`src/rtl/cordic_atan_arbiter_if.sv`:
```
// Requester, engine and response signals shared between the atan arbiter and its neighbours.
// master = arbiter side, slave = requesters/engine/response consumer side.
interface cordic_atan_arbiter_if #(
  parameter int DATA_WIDTH = 32,
  parameter int NUM_REQ    = 4
);
  localparam int ID_W = $clog2(NUM_REQ);

  logic [NUM_REQ-1:0]            req_valid;
  logic [NUM_REQ-1:0]            req_ready;
  logic [NUM_REQ*DATA_WIDTH-1:0] req_x;
  logic [NUM_REQ*DATA_WIDTH-1:0] req_y;
  logic                          eng_start;
  logic [DATA_WIDTH-1:0]         eng_x;
  logic [DATA_WIDTH-1:0]         eng_y;
  logic                          eng_done;
  logic [DATA_WIDTH-1:0]         eng_atan;
  logic                          rsp_valid;
  logic                          rsp_ready;
  logic [ID_W-1:0]               rsp_id;
  logic [DATA_WIDTH-1:0]         rsp_atan;
  logic                          rsp_err;

  modport master (
    input  req_valid, req_x, req_y, eng_done, eng_atan, rsp_ready,
    output req_ready, eng_start, eng_x, eng_y, rsp_valid, rsp_id, rsp_atan, rsp_err
  );

  modport slave (
    output req_valid, req_x, req_y, eng_done, eng_atan, rsp_ready,
    input  req_ready, eng_start, eng_x, eng_y, rsp_valid, rsp_id, rsp_atan, rsp_err
  );
endinterface

```
`src/rtl/cordic_atan_arbiter.sv`:
```
// Round-robin arbiter serialising requesters onto one CORDIC atan engine, one job in flight.
// Define CORDIC_ARB_TIMEOUT_EN to add a watchdog that aborts a hung engine with rsp_err=1.
module cordic_atan_arbiter #(
  parameter int DATA_WIDTH = 32,
  parameter int NUM_REQ    = 4,
  parameter int TIMEOUT    = 40
) (
  input logic                   clk,
  input logic                   rst,
  cordic_atan_arbiter_if.master bus
);
  localparam int ID_W = $clog2(NUM_REQ);

  typedef enum logic [1:0] {IDLE, ISSUE, BUSY, RESP} state_t;

  state_t                state;
  state_t                state_nxt;
  logic [ID_W-1:0]       last_id;
  logic [ID_W-1:0]       grant_id;
  logic [ID_W-1:0]       cand;
  logic                  grant_found;
  logic [DATA_WIDTH-1:0] sel_x;
  logic [DATA_WIDTH-1:0] sel_y;
  logic [DATA_WIDTH-1:0] eng_x_q;
  logic [DATA_WIDTH-1:0] eng_y_q;
  logic [ID_W-1:0]       rsp_id_q;
  logic [DATA_WIDTH-1:0] rsp_atan_q;
  logic                  wd_expired;

  // Search starts one past the last served requester and wraps at NUM_REQ-1.
  always_comb begin
    grant_found = 1'b0;
    grant_id    = '0;
    cand        = (last_id == ID_W'(NUM_REQ - 1)) ? '0 : last_id + 1'b1;
    for (int k = 0; k < NUM_REQ; k++) begin
      if (!grant_found && bus.req_valid[cand]) begin
        grant_found = 1'b1;
        grant_id    = cand;
      end
      cand = (cand == ID_W'(NUM_REQ - 1)) ? '0 : cand + 1'b1;
    end
  end

  always_comb begin
    sel_x = '0;
    sel_y = '0;
    for (int i = 0; i < NUM_REQ; i++) begin
      if (grant_id == ID_W'(i)) begin
        sel_x = bus.req_x[i*DATA_WIDTH +: DATA_WIDTH];
        sel_y = bus.req_y[i*DATA_WIDTH +: DATA_WIDTH];
      end
    end
  end

  always_ff @(posedge clk or posedge rst) begin
    if (rst) state <= IDLE;
    else     state <= state_nxt;
  end

  always_comb begin
    state_nxt = state;
    case (state)
      IDLE:    if (grant_found) state_nxt = ISSUE;
      ISSUE:   state_nxt = BUSY;
      BUSY:    if (bus.eng_done || wd_expired) state_nxt = RESP;
      RESP:    if (bus.rsp_ready) state_nxt = IDLE;
      default: state_nxt = IDLE;
    endcase
  end

  always_comb begin
    bus.req_ready = '0;
    if (state == IDLE && grant_found && !rst) bus.req_ready = NUM_REQ'(1) << grant_id;
    bus.eng_start = (state == ISSUE);
    bus.rsp_valid = (state == RESP);
  end

  always_ff @(posedge clk or posedge rst) begin
    if (rst) begin
      eng_x_q    <= '0;
      eng_y_q    <= '0;
      rsp_id_q   <= '0;
      rsp_atan_q <= '0;
      last_id    <= ID_W'(NUM_REQ - 1);
    end else begin
      if (state == IDLE && grant_found) begin
        eng_x_q  <= sel_x;
        eng_y_q  <= sel_y;
        rsp_id_q <= grant_id;
      end
      // A real result beats a watchdog expiry landing in the same cycle.
      if (state == BUSY && bus.eng_done) rsp_atan_q <= bus.eng_atan;
      else if (wd_expired)               rsp_atan_q <= '0;
      if (state == RESP && bus.rsp_ready) last_id <= rsp_id_q;
    end
  end

`ifdef CORDIC_ARB_TIMEOUT_EN
  localparam int WD_W = $clog2(TIMEOUT + 1);

  logic [WD_W-1:0] wd;
  logic            rsp_err_q;

  assign wd_expired = (state == BUSY) && !bus.eng_done && (wd == WD_W'(TIMEOUT - 1));

  always_ff @(posedge clk or posedge rst) begin
    if (rst) begin
      wd        <= '0;
      rsp_err_q <= 1'b0;
    end else begin
      if (state == ISSUE)     wd <= '0;
      else if (state == BUSY) wd <= wd + 1'b1;
      if (state == BUSY && bus.eng_done) rsp_err_q <= 1'b0;
      else if (wd_expired)               rsp_err_q <= 1'b1;
    end
  end

  assign bus.rsp_err = rsp_err_q;
`else
  assign wd_expired  = 1'b0;
  assign bus.rsp_err = 1'b0;
`endif

  assign bus.eng_x    = eng_x_q;
  assign bus.eng_y    = eng_y_q;
  assign bus.rsp_id   = rsp_id_q;
  assign bus.rsp_atan = rsp_atan_q;
endmodule

```
`src/flat_wrapper.sv`:
```
// flat-port wrapper written by rule: the top's interface ports become plain ports
module cordic_atan_arbiter_flat 
#(
  parameter int DATA_WIDTH = 32,
  parameter int NUM_REQ    = 4,
  parameter int TIMEOUT    = 40
)
  (clk, rst, bus_req_valid, bus_req_x, bus_req_y, bus_eng_done, bus_eng_atan, bus_rsp_ready, bus_req_ready, bus_eng_start, bus_eng_x, bus_eng_y, bus_rsp_valid, bus_rsp_id, bus_rsp_atan, bus_rsp_err);
  cordic_atan_arbiter_if #(.DATA_WIDTH(DATA_WIDTH), .NUM_REQ(NUM_REQ)) bus_i ();
  input logic clk;
  input logic rst;
  input wire logic [$bits(bus_i.req_valid)-1:0] bus_req_valid;
  input wire logic [$bits(bus_i.req_x)-1:0] bus_req_x;
  input wire logic [$bits(bus_i.req_y)-1:0] bus_req_y;
  input wire logic [$bits(bus_i.eng_done)-1:0] bus_eng_done;
  input wire logic [$bits(bus_i.eng_atan)-1:0] bus_eng_atan;
  input wire logic [$bits(bus_i.rsp_ready)-1:0] bus_rsp_ready;
  output wire logic [$bits(bus_i.req_ready)-1:0] bus_req_ready;
  output wire logic [$bits(bus_i.eng_start)-1:0] bus_eng_start;
  output wire logic [$bits(bus_i.eng_x)-1:0] bus_eng_x;
  output wire logic [$bits(bus_i.eng_y)-1:0] bus_eng_y;
  output wire logic [$bits(bus_i.rsp_valid)-1:0] bus_rsp_valid;
  output wire logic [$bits(bus_i.rsp_id)-1:0] bus_rsp_id;
  output wire logic [$bits(bus_i.rsp_atan)-1:0] bus_rsp_atan;
  output wire logic [$bits(bus_i.rsp_err)-1:0] bus_rsp_err;
  assign bus_i.req_valid = bus_req_valid;
  assign bus_i.req_x = bus_req_x;
  assign bus_i.req_y = bus_req_y;
  assign bus_i.eng_done = bus_eng_done;
  assign bus_i.eng_atan = bus_eng_atan;
  assign bus_i.rsp_ready = bus_rsp_ready;
  assign bus_req_ready = bus_i.req_ready;
  assign bus_eng_start = bus_i.eng_start;
  assign bus_eng_x = bus_i.eng_x;
  assign bus_eng_y = bus_i.eng_y;
  assign bus_rsp_valid = bus_i.rsp_valid;
  assign bus_rsp_id = bus_i.rsp_id;
  assign bus_rsp_atan = bus_i.rsp_atan;
  assign bus_rsp_err = bus_i.rsp_err;
  cordic_atan_arbiter #(.DATA_WIDTH(DATA_WIDTH), .NUM_REQ(NUM_REQ), .TIMEOUT(TIMEOUT)) u_core (.clk(clk), .rst(rst), .bus(bus_i));
endmodule
```
`config.mk`:
```
export PLATFORM = sky130hd
export DESIGN_NAME = cordic_atan_arbiter_flat
export DESIGN_NICKNAME = d
export VERILOG_FILES = /design/src/rtl/cordic_atan_arbiter_if.sv /design/src/rtl/cordic_atan_arbiter.sv /design/src/flat_wrapper.sv
export SDC_FILE = /design/constraint.sdc
export NUM_CORES = 1
export LEC_CHECK = 0
export ABC_AREA = 1
export CORE_AREA = 2 2 154 156
export DETAILED_ROUTE_END_ITERATION = 8
export DIE_AREA = 0 0 156 158
export PLACE_DENSITY = 0.64
export SYNTH_ARGS = -nofsm -noshare
export SYNTH_HDL_FRONTEND = slang
export SYNTH_SLANG_ARGS = --single-unit
```
`constraint.sdc`:
```
create_clock -name clk -period 12.19 [get_ports clk]
set_input_delay 2.438 -clock clk [delete_from_list [all_inputs] [get_ports clk]]
set_output_delay 2.438 -clock clk [all_outputs]
set_load 0.02 [all_outputs]
```
# Yosys cells after proc, flatten, opt, wreduce, memory -nomap -nowiden

Index checks and enable logic that the tools add are counted.

Register bits: 102
Input port bits: 296
Word-level logic and storage cells: 75

$add $sub $neg: 4
Magnitude comparators: 4
Equality and inequality tests: 13
Shift operators: 1
Muxes and demuxes: 33
Reduce and logical (&&, ||, !) cells: 14

Operators by type and width:

| cell                                                                   | number |
|---|---|
| 32-bit two-way mux                                                     | 8 |
| 2-bit two-way mux                                                      | 11 |
| 2-bit equality test (second input constant)                            | 8 |
| 2-bit by 3-bit < comparator with 1-bit output (second input constant)  | 4 |
| 2-bit by 1-bit adder with 2-bit output (second input constant)         | 4 |
| 1-bit binary-select mux with 2-bit select                              | 4 |
| 1-bit two-way mux                                                      | 8 |
| 2-bit case mux with 4 select lines                                     | 1 |
| 1-bit logical AND                                                      | 7 |
| 2-bit by 1-bit equality test with 1-bit output (second input constant) | 2 |
| 1-bit zero test                                                        | 4 |
| 2-bit zero test                                                        | 2 |
| 4-bit two-way mux                                                      | 1 |
| 2-bit != test (second input constant)                                  | 2 |
| 1-bit by 2-bit left shift with 4-bit output (first input constant)     | 1 |
| 3-bit AND reduction                                                    | 1 |
| 2-bit by 1-bit != test with 1-bit output (second input constant)       | 1 |

# Logic depth before layout (Yosys ltp)

Gate-level depths: netlist of run 1.

Depth after elaboration: 19
Mapped depth: 18
Depth with buffers taken out: 16

# Least setup slack after synthesis of run 1

OpenSTA, ideal clock, no wires.

Path kind: input to output
Start: in rst
End: out bus_req_ready[0]
Arrival: 5.492 ns
Required time: 9.752 ns
Slack: 4.260 ns
Cell stages on the path: 3
Buffers on the path: 0
Cells stage by stage: inv_1 nand2_1 nor3_1

Word-level cells in the longest chain between the ends: 3

Ends and longest elaborated chain:

| what                             | line                      | source |
|---|---|---|
| start, declared                  | flat_wrapper.sv:11        | `input logic rst;` |
| 1-bit zero test (no source line) | -                         |  |
| 1-bit logical AND                | cordic_atan_arbiter.sv:73 | `if (state == IDLE && grant_found && !rst) bus.req_ready = NUM_REQ'(1) << grant_id;` |
| 4-bit two-way mux                | cordic_atan_arbiter.sv:73 |  |
| end, declared                    | flat_wrapper.sv:18        | `output wire logic [$bits(bus_i.req_ready)-1:0] bus_req_ready;` |

Every way passes these cells.

# Worst setup path after layout of run 1

Start: in bus_req_valid[3]
End: out bus_req_ready[0]

Word-level cells in the longest chain between the ends: 15
Elaborated cells between the ends (all ways): 26
Classes of those cells: shift (1); mux (17); reduce/logical (8)

Ends and longest elaborated chain:

| what                                      | line                      | source |
|---|---|---|
| start, declared                           | flat_wrapper.sv:12        | `input wire logic [$bits(bus_i.req_valid)-1:0] bus_req_valid;` |
| 1-bit binary-select mux with 2-bit select | cordic_atan_arbiter.sv:36 | `if (!grant_found && bus.req_valid[cand]) begin` |
| 1-bit two-way mux (implied by the code)   | cordic_atan_arbiter.sv:36 |  |
| 1-bit two-way mux                         | cordic_atan_arbiter.sv:36 |  |
| 1-bit zero test                           | cordic_atan_arbiter.sv:36 |  |
| 1-bit logical AND                         | cordic_atan_arbiter.sv:36 |  |
| 1-bit two-way mux                         | cordic_atan_arbiter.sv:36 |  |
| 1-bit zero test                           | cordic_atan_arbiter.sv:36 |  |
| 1-bit logical AND                         | cordic_atan_arbiter.sv:36 |  |
| 1-bit two-way mux                         | cordic_atan_arbiter.sv:36 |  |
| 1-bit zero test                           | cordic_atan_arbiter.sv:36 |  |
| 1-bit logical AND                         | cordic_atan_arbiter.sv:36 |  |
| 1-bit two-way mux                         | cordic_atan_arbiter.sv:36 |  |
| 1-bit logical AND (2 in series)           | cordic_atan_arbiter.sv:73 |  |
| 4-bit two-way mux *                       | cordic_atan_arbiter.sv:73 |  |

Every way passes the cells marked *; elsewhere a longest branch is shown, timed or not. The select of a mux whose other input is x is not followed.

==> results_dict.tcl, run 1 <==
set metrics [dict create \
    cts_max_path_buffers 2 \
    wl_per_cell_um 18.3 \
    synth_cell_types 28 \
    clkSinkCount 102 \
    syn_area_mm2 0.00637 \
    io_pins 401 \
    slew_headroom 0.286 \
    synth-compound-area-share 0.00982 \
    pre_cts_ws_ns 4.21 \
    cts-resized-gates 0 \
    status "finished clean" \
    slew_viol_final 0 \
    critPathCaptureType "output port" \
    grt_first_pass_wirelength_um 39600 \
    drt_iter0_markers 579 \
    track_usage 0.206 \
    routed_wl_um 27000 \
    hp-class "register to register" \
    drcViolationCount 0 \
    rsz0062_at_grt "no" \
    synthSimpleGateAreaFrac 0.436 \
    gp_congestion 0.879 \
    drt-pass1-iter-count 7 \
    htree_num_levels 3 \
    rows 56 \
    cp_max_fo 65 \
    synthMuxAreaShare 0.0583 \
    via_per_inst 5.09 \
    vias 7489 \
    die_h_um 158 \
    ys_seq_elements 102 \
    antenna_found_initial 0 \
    grt_pass1_vias 7188 \
    synth_top_family_by_area "simple AND/OR/NAND/NOR gates" \
    yosys-top-cells-area "dfrtp_1, nand2_1, nand4_1" \
    max_cap_violations 0 \
    synth_top_area_share 0.393 \
    synth_edf_count 0 \
    crit_chain "clkdlybuf4s50_1 > inv_1 > nand2_1 > nand3_1 > nand2_1 > nand3_1 > nor2_1 > nor2_4 > buf_4 > nand2_4 > nor3_1 > clkdlybuf4s50_1" \
    synthesis.nets 1135 \
    fmax_ghz 0.125 \
    path_buf_inv 4 \
    dp_cells 1456 \
    io_buffers 399 \
    worstPathRequired_ns 9.75 \
    grt_max_degree 104 \
    tightest_slew_ns 1.07 \
    drive_gt1_frac 0.0660 \
    layoutNonFillerInstCount 1472 \
    die_area_mm2 0.0246 \
    fin_skew_ns 0.00913 \
    crit_arrival_ns 5.57 \
    synth_largest_area_cell "dfrtp_1" \
    critical_path_class "input port to output port" \
    hold_viol_final 0 \
    yosysSeqAreaShare 0.401 \
    overflow 0 \
    synth-main-ff-cell "dfrtp_1" \
    p_leak_uw 0.00454 \
    die_x_um 156 \
    max-vdd-ir-drop_v 0.000416 \
    hold_buffers 0 \
    antenna_left 0 \
    numCtsBuffers 9 \
    post-cts-setup-buffer-count 0 \
    period_share 0.657 \
    area_growth_pct 67.2 \
    clk_pin_slew_worst_paths_ns 0.07 \
    postLayoutSetupSlackWorst_ns 4.18 \
    synthAdderAreaFrac 0.0118 \
    cp_top_family "buffers and inverters" \
    cp_slowest_cell "buf_4" \
    yosys_warnings 0 \
    finalSetupTns_ns 0 \
    cts_tree "built" \
    core_mm2 0.0231 \
    n_antenna_cell 0 \
    setup_viol_count_final 0 \
    power.density_mw_per_mm2 368 \
    critPathLaunchType "input port" \
    fillers 2302 \
    start_util 0.276 \
    syn_area_per_cell_um2 7.65 \
    hpwlAfterDp_um 19100 \
    ctsRootBufferMaster "clkbuf_16" \
    async_flop_share 1.00 \
    clk_latency_ns 0.35 \
    final_nets 1479 \
    yosys.area_share.xor_xnor 0 \
    cp_slowest_stage_delay_ns 0.64 \
    period_needed_ns 8.01 \
    synthCells 833 \
]
## final timing paths
check	end	cells after the start	startpoint	slack (ns)
setup / recovery	bus_req_ready[0]	12	bus_req_valid[3]	4.18
hold / removal	u_core.bus.eng_x[9]	2	u_core.bus.eng_x[9]	0.48
setup reg to reg	u_core.bus.eng_y[14]	16	u_core.last_id[0]	7.94
hold reg to reg	u_core.bus.eng_x[9]	2	u_core.bus.eng_x[9]	0.48
max in group asynchronous	u_core.bus.rsp_atan[3]	3	rst	8.45
min in group asynchronous	u_core.bus.rsp_atan[9]	2	rst	2.54
## per-stage QoR
stage	hold slack, ns	instance area [um2]	util	total power (uW)
5_1_grt	0.498	10700	0.462	4250
3_3_place_gp	0.461	10400	0.450	3630
4_1_cts	0.484	10700	0.462	3960
6_report	0.479	10700	0.462	3920
3_5_place_dp	0.464	10400	0.450	3650
2_1_floorplan	0.495	6370	-	2830
## sequential cells by signal (all words and copies together), names as in the netlist
name	flops
u_core.state	2
u_core.bus.eng_x	32
u_core.last_id	2
u_core.bus.eng_y	32
u_core.bus.rsp_id	2
u_core.bus.rsp_atan	32
## metal layers
layer	track usage	wire, um	part of all wire	up-vias
li1	-	-	-	3559
met1	0.244	10600	0.39	3509
met2	0.352	13000	0.48	372
met3	0.0671	2610	0.097	49
met4	0.0721	724	0.027	0
met5	0	0	0	-
## power breakdown
| part | leakage, uW | internal [uW] | switching [uW] |
|---|---|---|---|
| combinational | 0.00315 | 1010 | 2010 |
| sequential | 0.00125 | 521 | 88.8 |
| clock | 0.000140 | 151 | 134 |
## synth_stat cells (3+ instances only)
| cell type | instances |
|---|---|
| nor2_1 | 5 |
| nor2_2 | 3 |
| inv_1 | 15 |
| o21ai_0 | 8 |
| ha_1 | 6 |
| nand3_1 | 135 |
| clkbuf_1 | 6 |
| nand4_1 | 128 |
| buf_6 | 10 |
| buf_4 | 19 |
| nand2_1 | 303 |
| buf_1 | 12 |
| nand2_2 | 6 |
| buf_2 | 28 |
| mux2_2 | 33 |
| dfrtp_1 | 100 |
## placed cells by master (no fill, tap or decap), types with 2 or more instances in the layout
cell type and instances:
buf_4 9, clkbuf_16 9, clkbuf_8 2, clkdlybuf4s50_1 399
dfrtp_1 100, dfstp_2 2, ha_1 6, inv_1 13
inv_2 2, inv_6 2, mux2_2 33, nand2_1 303
nand2_2 5, nand2_4 2, nand3_1 135, nand3b_1 2
nand4_1 128, nor2_1 5, nor2_4 3, nor3_1 2
o21ai_0 8
## kinds of logic (layout without fill, tap and decap cells)
kind of cell | Yosys count | after routing
compound gates | 11 | 11
fa+ha+maj | 6 | 6
buf+inv | 91 | 440
flops | 102 | 102
mux | 33 | 33
other cells | 1 | 1
simple gates | 589 | 589
## tightest hold or removal path, stage by stage (launching register included)
cell and delay [ns]:
dfrtp_1 0.34, nand2_1 0.05, nand2_1 0.05
## layout make-up
| cell class | instances | area (um2) | share of cell area |
|---|---|---|---|
| Tap cell | 290 | 363 | 0.0341 |
| Sequential cell | 102 | 2550 | 0.240 |
| Timing Repair Buffer | 408 | 4060 | 0.381 |
| Clock inverter | 4 | 30.0 | 0.00282 |
| Inverter | 16 | 62.6 | 0.00587 |
| Multi-Input combinational cell | 640 | 3320 | 0.312 |
| Clock buffer | 12 | 256 | 0.0241 |
No activity file was read; power rests on OpenSTA's default activity.
==> inputs of run 2 (changes only) <==
- clock period: 12.19 -> 7.7 ns (I/O delays scaled with it)
==> run 2 against run 1 <==
Compared with the run above:
- register-to-register slack got worse by 4.0 ns
- largest cell class unchanged
- routed wire length increased by 0.78%
- global-route usage grew 0.27 points
- setup slack got worse by 2.2 ns
- sequential power up 58%
- power increased by 60%
- clock power increased by 72%
- die area is the same
- sequential cell count stayed put
- critical path type unchanged
- critical path depth grew 1
==> results_dict.tcl, run 2 (same netlist as run 1, synthesis figures left out) <==
set metrics [dict create \
    rsz0062_at_grt "no" \
    routed_wl_um 27200 \
    gp_congestion 0.843 \
    drive_gt1_frac 0.0676 \
    hold_depth 2 \
    setup_viol_count_final 0 \
    rrSetupSlack_ns 3.95 \
    reg2regPathDepth 17 \
    io_buffers 399 \
    final_nets 1480 \
    fin_skew_ns 0.0134 \
    overflow 0 \
    area_growth_pct 67.8 \
    worstPathRequired_ns 6.16 \
    crit_arrival_ns 4.14 \
    drt-pass1-iter-count 5 \
    grt_first_pass_wirelength_um 40100 \
    p_leak_uw 0.00456 \
    die_x_um 156 \
    final_common_cell "clkdlybuf4s50_1" \
    cp_max_fo 62 \
    wl_met2_um 13100 \
    period_needed_ns 5.68 \
    cp_slowest_cell "clkdlybuf4s50_1" \
    min-delay-start "u_core.bus.eng_x[9]" \
    critPathCaptureType "output port" \
    antenna_found_initial 0 \
    max_cap_violations 0 \
    r2r-end "u_core.bus.eng_y[14]" \
    status "finished clean" \
    numCtsBuffers 9 \
    path_buf_inv 4 \
    grt_max_degree 71 \
    crit_chain "clkdlybuf4s50_1 > inv_1 > nand2_1 > nand2_1 > nand2_1 > nand2_1 > nand3b_1 > nand2_1 > inv_1 > nand2_4 > nand2_1 > nor2_1 > clkdlybuf4s50_1" \
    start_util 0.276 \
    htree_num_levels 3 \
    hold_buffers 0 \
    die_area_mm2 0.0246 \
    crit_top_cell "nand2_1" \
    hp-class "register to register" \
    critical_path_class "input port to output port" \
    vias 7464 \
    antenna_left 0 \
    hold_end "u_core.bus.eng_x[9]" \
    max-vdd-ir-drop_v 0.000501 \
    drt_iter0_markers 520 \
    r2r-start "u_core.last_id[0]" \
    cts_tree "built" \
    io_pins 401 \
    critPathLaunchType "input port" \
    dp_cells 1457 \
    final_cell_mix "clkdlybuf4s50_1, nand2_1, nand3_1, nand4_1, dfrtp_1" \
    core_mm2 0.0231 \
    clk_pin_slew_worst_paths_ns 0.07 \
    wl_met1_um 10800 \
    period_share 0.737 \
    fmax_ghz 0.176 \
    track_usage 0.209 \
    route.met3.wl_um 2540 \
    layoutNonFillerInstCount 1473 \
    hold_viol_final 0 \
    die_h_um 158 \
    cts-resized-gates 0 \
    cp_slowest_stage_delay_ns 0.61 \
    top_layer_used "met4" \
    startpoint "bus_req_valid[0]" \
    finalSetupTns_ns 0 \
    hpwlAfterDp_um 19000 \
    rows 56 \
    cts_max_path_buffers 2 \
    tightest_slew_ns 1.03 \
    drcViolationCount 0 \
    clk_latency_ns 0.35 \
    power.density_mw_per_mm2 584 \
    slew_viol_final 0 \
    wl_per_cell_um 18.4 \
    via_per_inst 5.07 \
    slew_headroom 0.316 \
    ctsRootBufferMaster "clkbuf_16" \
    cp_top_family "simple AND/OR/NAND/NOR gates" \
    grt_pass1_vias 7206 \
    post-cts-setup-buffer-count 0 \
    clkSinkCount 102 \
    n_antenna_cell 0 \
]
## run 2: cell types whose count changed in the layout (fill, tap and decap cells not counted)
cell,previous run,this run
clkbuf_8,2,0
clkinv_4,0,2
buf_4,9,10
bufinv_16,0,1
clkbuf_1,1,0
clkinv_2,1,0
clkinv_8,0,1
clkinvlp_4,1,0
inv_6,2,3
## run 2: layout make-up
cell class,instances,area [um2]
clock buffer,9,225
clock inverter,7,90.1
fill,2260,12400
inverter,16,62.6
multi-input combinational,640,3320
sequential,102,2550
tap,290,363
timing repair buffer,409,4070
## run 2: worst register-to-register path, cell delays in order, from the launching register on
cell and delay (ns):
dfstp_2 0.58, ha_1 0.22, inv_1 0.06, nand2_2 0.22
nand2_1 0.08, nand2_1 0.15, nand2_1 0.07, nand2_1 0.11
nand3_1 0.08, nor2_1 0.18, nor2_4 0.06, nand2_4 0.08
buf_4 0.56, buf_4 0.68, nand3_1 0.21, nand4_1 0.19
nand2_1 0.07, nand2_1 0.08
## run 2: through the flow
step	total power [uW]	setup slack, ns	util	hold slack [ns]	area, um2
after floorplan	4490	1.57	-	0.495	6370
after global placement	5790	2.09	0.450	0.461	10400
after detailed placement	5830	2.00	0.450	0.464	10400
after CTS	6350	2.00	0.464	0.483	10700
after global routing	6810	1.81	0.464	0.504	10700
final	6250	2.02	0.464	0.479	10700
## run 2: power by group
| group | leakage, uW | switching [uW] | internal [uW] |
|---|---|---|---|
| combinational | 0.00315 | 3190 | 1600 |
| sequential | 0.00125 | 139 | 824 |
| clock | 0.000154 | 230 | 260 |
| total | 0.00456 | 3560 | 2690 |
## run 2: worst max path at each step
stage | end | slack, ns | depth (start not counted)
2_1_floorplan | bus_req_ready[0] | 1.57 | 3
3_3_place_gp | bus_req_ready[3] | 2.09 | 13
3_5_place_dp | bus_req_ready[3] | 2.00 | 13
4_1_cts | bus_req_ready[3] | 2.00 | 13
5_1_grt | bus_req_ready[3] | 1.81 | 13
6_report | bus_req_ready[3] | 2.02 | 13
## run 2: routing by layer
layer / up-vias / global-route usage
met5: - / 0
met2: 355 / 0.356
met4: 0 / 0.0786
li1: 3560 / -
met3: 44 / 0.0646
met1: 3505 / 0.248
==> inputs of run 3 (changes only) <==
- CORE_AREA: 2 2 154 156 -> 2 2 158 160
- DIE_AREA: 0 0 156 158 -> 0 0 160 162
- PLACE_DENSITY: 0.64 -> 0.63
- clock period: 7.7 -> 4.8 ns (I/O delays scaled with it)
==> run 3 against run 2 <==
Compared with the run above:
- critical endpoint is now bus_req_ready[2]
- worst hold slack gained 0.0034 ns
- non-clock buffer count did not move
- routed wire length is 0.92% higher
- highest routed layer unchanged
- first-iteration DRC count is 6.7% lower
- combinational power up 62%
- largest power group unchanged
==> results_dict.tcl, run 3 (same netlist as run 1, synthesis figures left out) <==
set metrics [dict create \
    status "finished clean" \
    multiInputGateArea_mm2 0.00332 \
    regArea_mm2 0.00255 \
    fmax_ghz 0.242 \
    hold_viol_final 0 \
    routed_wl_um 27400 \
    max-vdd-ir-drop_v 0.00112 \
    rsz0062_at_grt "no" \
    slew_headroom 0.314 \
    numCtsBuffers 9 \
    cp_slowest_cell "clkdlybuf4s50_1" \
    clk_latency_ns 0.35 \
    vias 7471 \
    cts_max_path_buffers 2 \
    critPathCaptureType "output port" \
    grt_pass1_vias 7698 \
    crit_chain "clkdlybuf4s50_1 > inv_1 > nand2_1 > nand3_1 > nand2_2 > nor2_4 > nand2_2 > nor2_1 > nor2_4 > nor3_1 > clkdlybuf4s50_1" \
    start_util 0.264 \
    clkSinkCount 102 \
    setup_viol_count_final 0 \
    period_needed_ns 4.13 \
    p_seq_frac 0.154 \
    critical_path_class "input port to output port" \
    hp-class "register to register" \
    htree_num_levels 3 \
    p_leak_uw 0.00456 \
    worstPathRequired_ns 3.84 \
    power.density_mw_per_mm2 942 \
    grt_first_pass_wirelength_um 42100 \
    max_cap_violations 0 \
    rows 57 \
    gp_congestion 0.862 \
    track_usage 0.205 \
    layoutNonFillerInstCount 1507 \
    cp_max_fo 3 \
    drt-pass1-iter-count 5 \
    fillers 2452 \
    post-cts-setup-buffer-count 0 \
    area_growth_pct 68.8 \
    period_share 0.860 \
    final_nets 1480 \
    ctsRootBufferMaster "clkbuf_16" \
    hold_buffers 0 \
    critPathLaunchType "input port" \
    io_buffers 399 \
    hpwlAfterDp_um 19400 \
    final_common_cell "clkdlybuf4s50_1" \
    final_cell_mix "clkdlybuf4s50_1, nand2_1, nand3_1, nand4_1, dfrtp_1" \
    power.internal_uw 4380 \
    core_mm2 0.0241 \
    antenna_left 0 \
    swShare 0.568 \
    die_h_um 162 \
    antenna_found_initial 0 \
    io_pins 401 \
    fin_skew_ns 0.0125 \
    wl_per_cell_um 18.2 \
    power.share.clock 0.077 \
    slew_viol_final 0 \
    drive_gt1_frac 0.0676 \
    n_antenna_cell 0 \
    dp_cells 1491 \
    overflow 0 \
    finalSetupTns_ns 0 \
    die_area_mm2 0.0259 \
    cts-resized-gates 0 \
    comb_power_share 0.768 \
    tightest_slew_ns 1.03 \
    drt_iter0_markers 485 \
    crit_arrival_ns 3.17 \
    grt_max_degree 131 \
    cts_tree "built" \
    net-switching-power_uw 5750 \
    clk_pin_slew_worst_paths_ns 0.06 \
    cp_slowest_stage_delay_ns 0.65 \
    die_x_um 160 \
    drcViolationCount 0 \
    via_per_inst 4.96 \
]
==> run 3: cell count changes in the layout (fill, tap and decap cells not counted), sizes merged <==
cell,delta
inv,-1
clkbuf,+1
clkinv,-2
clkinvlp,+2
==> run 3: worst paths after layout <==
path / startpoint / to / slack, ns / cells past startpoint
worst min register to register: u_core.bus.eng_x[5] / u_core.bus.eng_x[5] / 0.48 / 2
worst max-delay path: bus_req_valid[1] / bus_req_ready[2] / 0.67 / 11
max in group asynchronous: rst / u_core.bus.eng_x[22] / 2.45 / 4
worst min-delay path: u_core.bus.eng_x[5] / u_core.bus.eng_x[5] / 0.48 / 2
min in group asynchronous: rst / u_core.bus.rsp_atan[24] / 1.20 / 3
worst max register to register: u_core.last_id[0] / u_core.bus.eng_y[10] / 1.35 / 16
==> run 3: metrics by stage <==
stage | area, um2 | utilization | setup slack (ns) | total power (uW) | hold slack (ns)
2_1_floorplan | 6370 | - | 0.869 | 7200 | 0.495
3_3_place_gp | 10400 | 0.433 | 0.780 | 9340 | 0.461
3_5_place_dp | 10400 | 0.433 | 0.701 | 9430 | 0.465
4_1_cts | 10800 | 0.446 | 0.697 | 10300 | 0.484
5_1_grt | 10800 | 0.446 | 0.534 | 11100 | 0.496
6_report | 10800 | 0.446 | 0.673 | 10100 | 0.482
==> run 3: power groups by stage <==
stage / clock network (uW) / registers (uW) / logic, uW
after floorplan: 0 / 2020 / 5180
after global placement: 0 / 1550 / 7780
after detailed placement: 0 / 1580 / 7850
after CTS: 815 / 1570 / 7870
after global routing: 849 / 1610 / 8590
final: 783 / 1560 / 7780
==> run 3: area by class of cell <==
type / count / area share
clock inverter: 6 / 0.00698
multi-input combinational: 640 / 0.309
sequential: 102 / 0.238
clock buffer: 10 / 0.0222
timing repair buffer: 409 / 0.381
inverter: 16 / 0.00593
tap: 324 / 0.0377
==> run 3: critical path, delay by kind of cell <==
family	cells	cell delay, ns
buffers and inverters	3	1.18
AND/OR/NAND/NOR	8	1.03
==> run 3: routing by layer <==
layer	part of all wire	GRT usage	wire length, um
met1	0.39	0.235	10700
met2	0.49	0.355	13300
met3	0.090	0.0654	2480
met4	0.032	0.0799	878
met5	0	0	0
